==> src/rtl/obf_seqctl.sv <==
// rtl/obf_seqctl.sv - obfuscated-instruction sequencer between IF and ID (optional OBF_SEQCTL_STATS_EN counters)
module obf_seqctl #(
   parameter int PPC_W = 4,
   parameter int KEY_W = 2
) (
   input  logic              clk,
   input  logic              rst,
   input  logic [31:0]       if_insn_i,
   input  logic              if_valid_i,
   output logic              if_ready_o,
   input  logic [KEY_W-1:0]  key_i,
   input  logic              obf_en_i,
   input  logic              flush_i,
   input  logic              id_stall_i,
   output logic [31:0]       gen_ref_o,
   output logic [PPC_W-1:0]  gen_ppc_o,
   output logic [KEY_W-1:0]  gen_key_o,
   input  logic [31:0]       gen_insn_i,
   input  logic              gen_last_i,
   input  logic              gen_skip_i,
   output logic [31:0]       id_insn_o,
   output logic              id_valid_o,
   output logic              busy_o,
   output logic              err_o
`ifdef OBF_SEQCTL_STATS_EN
  ,output logic [31:0]       stat_exp_o,
   output logic [31:0]       stat_uop_o
`endif
);

   typedef enum logic {
      S_IDLE   = 1'b0,
      S_EXPAND = 1'b1
   } state_t;

   localparam logic [PPC_W-1:0] PPC_MAX = '1;
   localparam logic [PPC_W-1:0] PPC_ONE = {{(PPC_W-1){1'b0}}, 1'b1};

   state_t             r_state;
   state_t             w_state_nxt;
   logic [31:0]        r_ref;
   logic [31:0]        w_ref_nxt;
   logic [PPC_W-1:0]   r_ppc;
   logic [PPC_W-1:0]   w_ppc_nxt;
   logic [KEY_W-1:0]   r_key;
   logic [KEY_W-1:0]   w_key_nxt;
   logic [31:0]        r_id_insn;
   logic [31:0]        w_id_insn_nxt;
   logic               r_id_valid;
   logic               w_id_valid_nxt;
   logic               r_err;
   logic               w_err_nxt;
   logic               w_accept;
   logic               w_at_max;
   logic               w_end;

   assign if_ready_o = (r_state == S_IDLE) & !id_stall_i & !flush_i;
   assign w_accept   = if_valid_i & if_ready_o;
   // The step counter must never wrap: reaching its top value ends the expansion regardless.
   assign w_at_max   = (r_ppc == PPC_MAX);
   assign w_end      = gen_last_i | w_at_max;

   assign gen_ref_o  = r_ref;
   assign gen_ppc_o  = r_ppc;
   assign gen_key_o  = r_key;
   assign id_insn_o  = r_id_insn;
   assign id_valid_o = r_id_valid;
   assign busy_o     = (r_state == S_EXPAND);
   assign err_o      = r_err;

   // Next-state and next-output selection: flush beats stall beats normal sequencing.
   always_comb begin
      w_state_nxt    = r_state;
      w_ref_nxt      = r_ref;
      w_ppc_nxt      = r_ppc;
      w_key_nxt      = r_key;
      w_id_insn_nxt  = r_id_insn;
      w_id_valid_nxt = r_id_valid;
      w_err_nxt      = 1'b0;
      if (flush_i) begin
         w_state_nxt    = S_IDLE;
         w_ppc_nxt      = '0;
         w_id_valid_nxt = 1'b0;
      end else if (!id_stall_i) begin
         case (r_state)
            S_IDLE: begin
               if (w_accept) begin
                  if (obf_en_i) begin
                     w_ref_nxt      = if_insn_i;
                     w_key_nxt      = key_i;
                     w_ppc_nxt      = '0;
                     w_state_nxt    = S_EXPAND;
                     w_id_valid_nxt = 1'b0;
                  end else begin
                     w_id_insn_nxt  = if_insn_i;
                     w_id_valid_nxt = 1'b1;
                  end
               end else begin
                  w_id_valid_nxt = 1'b0;
               end
            end
            S_EXPAND: begin
               if (gen_skip_i) begin
                  w_id_valid_nxt = 1'b0;
               end else begin
                  w_id_insn_nxt  = gen_insn_i;
                  w_id_valid_nxt = 1'b1;
               end
               if (w_end) begin
                  w_ppc_nxt   = '0;
                  w_state_nxt = S_IDLE;
                  w_err_nxt   = w_at_max & !gen_last_i;
               end else begin
                  w_ppc_nxt   = r_ppc + PPC_ONE;
               end
            end
            default: begin
               w_state_nxt = S_IDLE;
            end
         endcase
      end
   end

   // State and output registers with synchronous reset.
   always_ff @(posedge clk) begin
      if (rst) begin
         r_state    <= S_IDLE;
         r_ref      <= '0;
         r_ppc      <= '0;
         r_key      <= '0;
         r_id_insn  <= '0;
         r_id_valid <= 1'b0;
         r_err      <= 1'b0;
      end else begin
         r_state    <= w_state_nxt;
         r_ref      <= w_ref_nxt;
         r_ppc      <= w_ppc_nxt;
         r_key      <= w_key_nxt;
         r_id_insn  <= w_id_insn_nxt;
         r_id_valid <= w_id_valid_nxt;
         r_err      <= w_err_nxt;
      end
   end

`ifdef OBF_SEQCTL_STATS_EN
   logic [31:0] r_stat_exp;
   logic [31:0] r_stat_uop;
   logic        w_issue;
   logic        w_exp_done;

   // A stalled cycle only holds id_valid_o, so it is never a fresh issue.
   assign w_issue    = w_id_valid_nxt & !flush_i & !id_stall_i;
   assign w_exp_done = (r_state == S_EXPAND) & w_end & !flush_i & !id_stall_i;
   assign stat_exp_o = r_stat_exp;
   assign stat_uop_o = r_stat_uop;

   // Saturating event counters, cleared only by reset.
   always_ff @(posedge clk) begin
      if (rst) begin
         r_stat_exp <= '0;
         r_stat_uop <= '0;
      end else begin
         if (w_exp_done && (r_stat_exp != 32'hFFFF_FFFF)) begin
            r_stat_exp <= r_stat_exp + 32'd1;
         end
         if (w_issue && (r_stat_uop != 32'hFFFF_FFFF)) begin
            r_stat_uop <= r_stat_uop + 32'd1;
         end
      end
   end
`endif

endmodule
==> config.mk <==
export PLATFORM = sky130hd
export DESIGN_NAME = obf_seqctl
export DESIGN_NICKNAME = d
export VERILOG_FILES = /design/src/rtl/obf_seqctl.sv
export SDC_FILE = /design/constraint.sdc
export NUM_CORES = 1
export LEC_CHECK = 0
export ABC_AREA = 1
export BUFFER_PORTS_ARGS = -buffer_cell sky130_fd_sc_hd__buf_2
export CAP_MARGIN = 20
export CORE_MARGIN = 3
export CORE_UTILIZATION = 51
export DETAILED_ROUTE_END_ITERATION = 8
export GPL_TIMING_DRIVEN = 1
export PLACE_DENSITY_LB_ADDON = 0.3
export SYNTH_ARGS = -nofsm -noshare
export SYNTH_HDL_FRONTEND = slang
export SYNTH_SLANG_ARGS = --single-unit
==> constraint.sdc <==
create_clock -name clk -period 4.1 [get_ports clk]
set_clock_uncertainty 0.1 [all_clocks]
set_input_delay 0.82 -clock clk [delete_from_list [all_inputs] [get_ports clk]]
set_output_delay 0.82 -clock clk [all_outputs]
set_load 0.02 [all_outputs]
==> results.json <==
{
  "syn_avg_cell_area_um2": 6.55,
  "ant_nets": 0,
  "ys_warn_count": 0,
  "die_w_um": 87.2,
  "end_kind": "output port",
  "cts_buffer_depth": 2,
  "synth_top_area_share_pct": 43.4,
  "combPwrFrac_pct": 12.9,
  "dp_slack_ps": 1500,
  "syn_area_mm2": 0.00336,
  "hold_buffers": 0,
  "synth_nets": 589,
  "antenna_found_initial": 0,
  "grt_pass1_vias": 3199,
  "post-route-util_pct": 68.6,
  "ys_ff_latch": 73,
  "synth_cells": 514,
  "arrival_ps": 1480,
  "worstSetupStartpoint": "flush_i",
  "tns_ps": 0,
  "clock_sinks": 73,
  "multiInputGateArea_mm2": 0.00144,
  "power.total_uw": 1430,
  "wl_mm": 8.96,
  "htree_levels": 3,
  "worst-slew-pin-transition_ps": 1020,
  "wl_per_cell_um": 12.3,
  "vdd_drop_max_mv": 0.212,
  "cap_violations": 0,
  "row_count": 28,
  "finalSetupViolCount": 0,
  "seq_area_mm2": 0.00146,
  "p_sw_share_pct": 26.5,
  "p_int_uw": 1050,
  "synth-async-reset-ratio_pct": 0,
  "worst-r2r-cell-count": 8,
  "clockRootBuffer": "clkbuf_8",
  "synth_edf_count": 0,
  "grt_overflow": 0,
  "crit_path_max_fanout": 3,
  "seq_area_frac_synth_pct": 43.4,
  "clkPwrFrac_pct": 35.1,
  "fin_crit_sh_pct": 58.5,
  "syn_to_final_growth_pct": 25.7,
  "drt-initial-drc-count": 130,
  "finalHoldViolations": 0,
  "timing.fmax_mhz": 417,
  "reg2reg_from": "busy_o",
  "required_ps": 3180,
  "tritoncts": "done",
  "start_util_pct": 54.6,
  "die-height_um": 87.2,
  "n_fill_cell": 555,
  "ys_top_cells_by_count": "nand2_1 (148), nor2_1 (97), inv_1 (75)",
  "worstSetupPathType": "in -> out",
  "hp-class": "reg -> reg",
  "grt_start_max_net_pins": 70,
  "detailed_place_hpwl_mm": 6.51,
  "post_drt_via_cell_ratio": 4.76,
  "status": "finished, final reports clean",
  "whs_path_depth": 2,
  "firstDrtPassIters": 5,
  "cts_resized": 0,
  "grt_pass1_wl_mm": 14.1,
  "leakage_uw": 0.00239,
  "synth_most_common_cell": "nand2_1",
  "ys_types": 22,
  "final_nets": 723,
  "synthTopCellsByArea": "dfxtp_1 (43%), nand2_1 (17%), nor2_1 (11%)",
  "antenna_cells": 0,
  "cts-buffers-inserted": 9,
  "gp_congestion": 0.850,
  "synth_area_leader_cell": "dfxtp_1",
  "cp-start-kind": "primary input",
  "portBuffers": 147,
  "power_density_mw_per_mm2": 338,
  "slew_violations": 0,
  "hold_slack_ps": 344,
  "ys.flop_type": "dfxtp_1",
  "drive_gt1_share_pct": 26.6,
  "power.switching_uw": 379,
  "postCtsSetupBuffers": 0,
  "power_frac_seq_pct": 52.0,
  "num_vias": 3467,
  "min_period_ps": 2400,
  "clk_latency_ps": 330,
  "dieArea_mm2": 0.00761,
  "grt_setup_unrepaired": "false",
  "grt_usage_pct": 23.5,
  "min_from": "gen_ref_o[0]",
  "core-area_mm2": 0.00617,
  "relSlewSlack_pct": 31.8,
  "setup_ws_ps": 1700,
  "route.detailed.drc": 0,
  "ioPinCount": 148,
  "clk_pin_slew_ps": 70
}
[flip-flops by register name, indices dropped and copies added, names as in the netlist]
signal / cells
gen_ref_o: 32
id_insn_o: 32
gen_ppc_o: 4
gen_key_o: 2
busy_o: 1
id_valid_o: 1
err_o: 1
[stage by stage]
step                instance area (um^2)  cells
floorplan                           3360    514
global placement                    4060    712
detailed placement                  4060    712
CTS                                 4230    728
global route                        4230    728
finish                              4230    728
[critical path: stages]
cell     delay (ps)
buf_2           100
inv_1           140
nand2_2         110
nor2_4          120
buf_2           190
[cells in the final DEF, fill, tap and decap left out, drive strengths merged]
cell type	n
nor2	98
dfxtp	73
buf	150
inv	77
nor4	1
o2111ai	1
a21oi	37
o21ai	36
nand4	3
nand2	151
clkbuf	13
nand3	7
clkinv	4
ha	1
xor2	1
[power groups by stage]
stage / Clock (uW) / Combinational [uW] / Sequential, uW
after floorplan: 0 / 82.0 / 785
after global placement: 0 / 181 / 758
after CTS: 514 / 185 / 743
after detailed placement: 0 / 184 / 759
after global routing: 543 / 208 / 745
final: 501 / 185 / 743
[final timing paths]
kind,endpoint,slack (ps)
setup / recovery,if_ready_o,1700
hold / removal,gen_ref_o[0],340
setup reg to reg,id_insn_o[13],1810
hold reg to reg,gen_ref_o[0],340
[metal layers]
metal  global-route usage (%)  wire [um]
met3                     4.07        687
met5                        0          0
met1                     28.4       3740
met4                     9.48        177
met2                     41.2       4360
[layout make-up]
type                            instances  area share (%)
Tap cell                               75            2.22
Timing Repair Buffer                  150            17.9
Clock inverter                          3           0.355
Clock buffer                           13            3.76
Multi-Input combinational cell        336            34.1
Sequential cell                        73            34.6
Inverter                               78            7.04
[cell families after synthesis]
logic type | after synthesis | share of synthesized area [%]
adder cells (fa/ha/maj) | 1 | 0.372
buffers and inverters | 105 | 13.6
flip-flops | 73 | 43.4
AO/OA/AOI/OAI | 74 | 11.8
AND/OR/NAND/NOR | 260 | 30.5
XOR/XNOR | 1 | 0.260
Power figures use the tool's default switching activity.
